### src/rtl/traffic_conflict_monitor.sv
// traffic_conflict_monitor
// Independent safety monitor for the six lamp drives of a two-approach
// traffic light controller. It latches the first conflict, malformed lamp
// code, illegal colour step or short interval it sees, and commands the
// lamp stage into flashing red until a clean clear or a reset.
// Optional build macro CONFLICT_MON_TIMING_EN adds the per-approach
// duration counters, armed flags and the short green / short yellow checks.

module traffic_conflict_monitor #(
  parameter int MIN_GREEN  = 5,
  parameter int MIN_YELLOW = 1,
  parameter int FLASH_DIV  = 4
) (
  input  logic       clk,
  input  logic       reset_n,
  input  logic       Ra,
  input  logic       Ya,
  input  logic       Ga,
  input  logic       Rb,
  input  logic       Yb,
  input  logic       Gb,
  input  logic       clear_fault,
  output logic       fault,
  output logic [2:0] fault_code,
  output logic       flash_en,
  output logic       flash_red
);

  typedef enum logic [2:0] {
    LAMP_UNK,
    LAMP_R,
    LAMP_Y,
    LAMP_G,
    LAMP_INV
  } lamp_e;

  localparam int              CW      = (FLASH_DIV > 1) ? $clog2(FLASH_DIV) : 1;
  localparam logic [CW-1:0]   CNT_MAX = CW'(FLASH_DIV - 1);

  function automatic lamp_e decodeLamp(input logic r, input logic y, input logic g);
    case ({r, y, g})
      3'b100:  decodeLamp = LAMP_R;
      3'b010:  decodeLamp = LAMP_Y;
      3'b001:  decodeLamp = LAMP_G;
      default: decodeLamp = LAMP_INV;
    endcase
  endfunction

  function automatic logic legalStep(input lamp_e from, input lamp_e to);
    legalStep = (from == LAMP_G && to == LAMP_Y) ||
                (from == LAMP_Y && to == LAMP_R) ||
                (from == LAMP_R && to == LAMP_G);
  endfunction

  lamp_e          live [2];
  lamp_e          prev_q [2];
  lamp_e          prev_d [2];
`ifdef CONFLICT_MON_TIMING_EN
  logic [7:0]     dur_q [2];
  logic [7:0]     dur_d [2];
  logic [1:0]     armed_q;
  logic [1:0]     armed_d;
`endif
  logic [1:0]     trans;
  logic           conflictHit;
  logic           invalidHit;
  logic           seqHit;
  logic           shortGreenHit;
  logic           shortYellowHit;
  logic [2:0]     hitCode;
  logic           anyHit;
  logic           clearOk;

  logic           fault_q, fault_d;
  logic [2:0]     faultCode_q, faultCode_d;
  logic [CW-1:0]  flashCnt_q, flashCnt_d;
  logic           flashRed_q, flashRed_d;

  // Decode live lamps and evaluate every check against the registered history
  always_comb begin
    live[0]        = decodeLamp(Ra, Ya, Ga);
    live[1]        = decodeLamp(Rb, Yb, Gb);
    trans          = '0;
    seqHit         = 1'b0;
    shortGreenHit  = 1'b0;
    shortYellowHit = 1'b0;
    conflictHit    = (live[0] == LAMP_G || live[0] == LAMP_Y) &&
                     (live[1] == LAMP_G || live[1] == LAMP_Y);
    invalidHit     = (live[0] == LAMP_INV) || (live[1] == LAMP_INV);
    for (int i = 0; i < 2; i++) begin
      trans[i] = (live[i] != prev_q[i]) && (prev_q[i] != LAMP_UNK);
      if (trans[i] && !legalStep(prev_q[i], live[i])) seqHit = 1'b1;
`ifdef CONFLICT_MON_TIMING_EN
      if (trans[i] && armed_q[i] && prev_q[i] == LAMP_G && live[i] == LAMP_Y &&
          int'(dur_q[i]) < MIN_GREEN) shortGreenHit = 1'b1;
      if (trans[i] && armed_q[i] && prev_q[i] == LAMP_Y && live[i] == LAMP_R &&
          int'(dur_q[i]) < MIN_YELLOW) shortYellowHit = 1'b1;
`endif
    end
    if (conflictHit)         hitCode = 3'd2;
    else if (invalidHit)     hitCode = 3'd1;
    else if (seqHit)         hitCode = 3'd3;
    else if (shortGreenHit)  hitCode = 3'd4;
    else if (shortYellowHit) hitCode = 3'd5;
    else                     hitCode = 3'd0;
    anyHit  = (hitCode != 3'd0);
    clearOk = clear_fault && !anyHit;
  end

  // Next-state of the per-approach history; a clean clear restarts it from the live lamps
  always_comb begin
    for (int i = 0; i < 2; i++) begin
      prev_d[i] = prev_q[i];
`ifdef CONFLICT_MON_TIMING_EN
      dur_d[i]   = dur_q[i];
      armed_d[i] = armed_q[i];
`endif
      if (clearOk) begin
        prev_d[i] = live[i];
`ifdef CONFLICT_MON_TIMING_EN
        dur_d[i]   = 8'd1;
        armed_d[i] = 1'b0;
`endif
      end else if (live[i] != prev_q[i]) begin
        prev_d[i] = live[i];
`ifdef CONFLICT_MON_TIMING_EN
        dur_d[i]   = 8'd1;
        armed_d[i] = armed_q[i] | trans[i];
`endif
      end else begin
`ifdef CONFLICT_MON_TIMING_EN
        dur_d[i] = (dur_q[i] == 8'hFF) ? dur_q[i] : dur_q[i] + 8'd1;
`endif
      end
    end
  end

  // Next-state of the fault latch and the flash divider; first cause is kept
  always_comb begin
    fault_d     = fault_q;
    faultCode_d = faultCode_q;
    flashCnt_d  = flashCnt_q;
    flashRed_d  = flashRed_q;
    if (!fault_q && anyHit) begin
      fault_d     = 1'b1;
      faultCode_d = hitCode;
      flashCnt_d  = '0;
      flashRed_d  = 1'b1;
    end else if (clearOk) begin
      fault_d     = 1'b0;
      faultCode_d = 3'd0;
      flashCnt_d  = '0;
      flashRed_d  = 1'b0;
    end else if (fault_q) begin
      if (flashCnt_q == CNT_MAX) begin
        flashCnt_d = '0;
        flashRed_d = ~flashRed_q;
      end else begin
        flashCnt_d = flashCnt_q + 1'b1;
      end
    end
  end

  // State registers, cleared asynchronously to the power-up history
  always_ff @(posedge clk or negedge reset_n) begin
    if (!reset_n) begin
      for (int i = 0; i < 2; i++) begin
        prev_q[i] <= LAMP_UNK;
`ifdef CONFLICT_MON_TIMING_EN
        dur_q[i]   <= 8'd0;
        armed_q[i] <= 1'b0;
`endif
      end
      fault_q     <= 1'b0;
      faultCode_q <= 3'd0;
      flashCnt_q  <= '0;
      flashRed_q  <= 1'b0;
    end else begin
      for (int i = 0; i < 2; i++) begin
        prev_q[i] <= prev_d[i];
`ifdef CONFLICT_MON_TIMING_EN
        dur_q[i]   <= dur_d[i];
        armed_q[i] <= armed_d[i];
`endif
      end
      fault_q     <= fault_d;
      faultCode_q <= faultCode_d;
      flashCnt_q  <= flashCnt_d;
      flashRed_q  <= flashRed_d;
    end
  end

  assign fault      = fault_q;
  assign fault_code = faultCode_q;
  assign flash_en   = fault_q;
  assign flash_red  = flashRed_q;

endmodule

### config.mk
export PLATFORM = sky130hd
export DESIGN_NAME = traffic_conflict_monitor
export DESIGN_NICKNAME = d
export VERILOG_FILES = /design/src/rtl/traffic_conflict_monitor.sv
export SDC_FILE = /design/constraint.sdc
export NUM_CORES = 1
export LEC_CHECK = 0
export ABC_CLOCK_PERIOD_IN_PS = 1800
export CORE_ASPECT_RATIO = 0.8
export CORE_MARGIN = 1
export CORE_UTILIZATION = 40
export CTS_CLUSTER_SIZE = 10
export DETAILED_ROUTE_END_ITERATION = 10
export PLACE_DENSITY = 0.74
export SYNTH_ARGS = -nofsm -noshare
export SYNTH_HDL_FRONTEND = slang
export SYNTH_SLANG_ARGS = --single-unit
### constraint.sdc
create_clock -name clk -period 1.8 [get_ports clk]
set_input_delay 0.45 -clock clk [delete_from_list [all_inputs] [get_ports clk]]
set_output_delay 0.45 -clock clk [all_outputs]
set_load 0.02 [all_outputs]
==> impl_metrics.env <==
export IMPL_gp_congestion=0.762
export IMPL_synth_area_per_cell_um2=9.87
export IMPL_cts_clk_slew_worst_paths_ns=0.07
export IMPL_hold_ws_ns=0.521
export IMPL_rsz0062_at_grt="yes"
export IMPL_rows=13
export IMPL_root_buffer="clkbuf_4"
export IMPL_min_path_type="in2reg"
export IMPL_antenna_left=0
export IMPL_yosysTopAreaCell="dfrtp_1"
export IMPL_cts_hold_buf=0
export IMPL_tns_ns=0
export IMPL_cts_sinks=12
export IMPL_finalCritPeriodShare=0.985
export IMPL_leakagePower_nw=0.454
export IMPL_final_common_cell="buf_4"
export IMPL_irDropWorstVdd_uv=424
export IMPL_synthMuxAreaShare=0
export IMPL_wl_per_cell_um=11.3
export IMPL_detailedRoute_firstIterationViolations=15
export IMPL_grt_max_degree=13
export IMPL_track_usage=0.157
export IMPL_synth_compound_area_frac=0.204
export IMPL_synth_top_area_frac=0.429
export IMPL_crit_required_ns=1.96
export IMPL_die_h_um=39.4
export IMPL_synth_cell_types=33
export IMPL_max_clock_path_buffers=2
export IMPL_antenna_found_initial=0
export IMPL_synth_fp_nets=81
export IMPL_crit_path_cell_trace="or4b_4, nor3_4, a21oi_2, nor3_4, nor2_1, o211a_1"
export IMPL_routed_via_density=5.06
export IMPL_critical_path_arrival_ns=1.93
export IMPL_cp_slowest_cell="or4b_4"
export IMPL_worst_setup_path_end_kind="flop"
export IMPL_yosysWarnings=0
export IMPL_yosys_top_cells_area="dfrtp_1, xnor2_1, nor2_1, a21oi_1, nor2b_1"
export IMPL_cts_tree="yes"
export IMPL_synthAdderAreaFrac=0.0179
export IMPL_clk_latency_ns=0.27
export IMPL_setup_viol=0
export IMPL_core_um2=1630
export IMPL_fill_cells=151
export IMPL_synth_xor_xnor_area_share=0.0750
export IMPL_period_minus_slack_ns=1.77
export IMPL_synth_top_family_by_area="compound AO/OA/AOI/OAI gates"
export IMPL_crit_fanout=6
export IMPL_syn2layout_area_growth_pct=38.9
export IMPL_synth_simple_area_share=0.204
export IMPL_syn_area_um2=701
export IMPL_slew_headroom=0.633
export IMPL_synth_seq_area_share=0.429
export IMPL_crit_type="reg2reg"
export IMPL_die_area_um2=1920
export IMPL_antenna_cells=0
export IMPL_worstMarginPinSlew_ns=0.549
export IMPL_cp_common_cell="nor3_4"
export IMPL_clock_skew_ns=0.00456
export IMPL_ys_flop_type="dfrtp_1"
export IMPL_vias=597
export IMPL_port_buffers=13
export IMPL_synthCells=71
export IMPL_most_common_layout_cells="buf_4, dfrtp_1, nor2_1"
export IMPL_place_area_um2=928
export IMPL_drive_gt1_frac=0.281
export IMPL_synth_async_reset_ratio=1.00
export IMPL_critPathMaxStageDelay_ns=0.53
export IMPL_status="finished, final reports clean"
export IMPL_dieWidth_um=48.8
export IMPL_grt_pass1_wl_um=2260
export IMPL_powerDensity_nw_per_um2=869
export IMPL_design_area_um2=973
export IMPL_first_global_vias=570
export IMPL_initial_core_util=0.431
export IMPL_clock_fmax_mhz=564
export IMPL_synth_edf_count=0
export IMPL_numCtsBuffers=3
export IMPL_dr_pass1_iters=4
export IMPL_ys_ff_latch=12
export IMPL_finalHoldViolCount=0
export IMPL_maxSlewViolCount=0
export IMPL_max_cap_violations=0
export IMPL_design_portCount=15
export IMPL_grt_ovfl_total=0
export IMPL_drcViolationCount=0
export IMPL_cts_max_level=1
export IMPL_place_hpwl_um=1040
export IMPL_nNetsFinal=108
export IMPL_startpoint_type="flop"
export IMPL_post_cts_setup_buffer_count=0
export IMPL_routed_wl_um=1330
-- where the power goes --
group / internal (W) / total [W] / switching (W)
sequential: 0.000331 / 0.000370 / 0.0000386
combinational: 0.000171 / 0.000315 / 0.000143
clock: 0.0000774 / 0.000162 / 0.0000843
-- stage by stage --
stage          power [W]  worst slack [ns]   util  std cells
6_report        0.000846            0.0267  0.598        118
5_1_grt         0.000896           -0.0642  0.598        118
4_1_cts         0.000855           -0.0667  0.590        118
3_5_place_dp    0.000687            -0.485  0.571        115
3_3_place_gp    0.000680            -0.447  0.571        115
2_1_floorplan   0.000555           -0.0756      -         71
-- repair_timing --
item | 4_1_cts | 5_1_grt
endpoints found under the hold margin | 0 | 0
resized for setup | 8 | 6
pin swaps | 8 | 6
gates cloned | 0 | 0
endpoints found under the setup margin | 6 | 6
-- layer usage --
layer	track usage	wire (um)	vias up
met3	0.0233	32	2
met2	0.302	690	10
met5	0	0	-
met4	0.0662	18	0
li1	-	-	300
met1	0.179	591	285
-- sequential cells by signal, indices dropped and copies added, names as in the netlist --
signal and flops:
prev_q 6, fault_code 2, flashCnt_q 2, fault 1
flash_red 1
-- critical path, delay by kind of cell (launching register included) --
kind            cells  cell delay [ns]
flops               1             0.38
simple gates        4             0.99
compound gates      2             0.28
-- area by class of cell --
type,count,area (um2),share of cell area
inverters,3,11.3,0.0116
flip-flops and latches,12,300,0.308
well taps,22,27.5,0.0283
multi-input cells,51,380,0.391
clock buffers,3,22.5,0.0231
repair buffers,27,231,0.238
-- logic make-up after synthesis --
kind of cell / Yosys count
compound gates: 20
xor+xnor: 6
fa+ha+maj: 1
buf+inv: 8
flops: 12
other cells: 1
simple gates: 23
-- cells in the mapped netlist (2+ instances only) --
cell,count
o21ai_0,3
a21oi_1,5
a31o_1,2
xor2_1,2
xnor2_1,4
inv_1,3
buf_4,2
nand2b_1,2
dfrtp_1,12
nor2b_1,3
o31ai_1,2
nor2_1,9
and3_1,2
-- path summary, 6_finish.rpt --
check | startpoint | end | slack, ns | cells after the start
max in group asynchronous | reset_n | fault | 0.90 | 1
worst max register to register | prev_q[2] | fault_code[1] | 0.03 | 6
worst min register to register | fault_code[1] | fault_code[1] | 0.54 | 1
min in group asynchronous | reset_n | prev_q[4] | 0.53 | 1
worst min-delay path | Yb | prev_q[2] | 0.52 | 3
worst max-delay path | prev_q[2] | fault_code[1] | 0.03 | 6
Power figures use the tool's default switching activity.
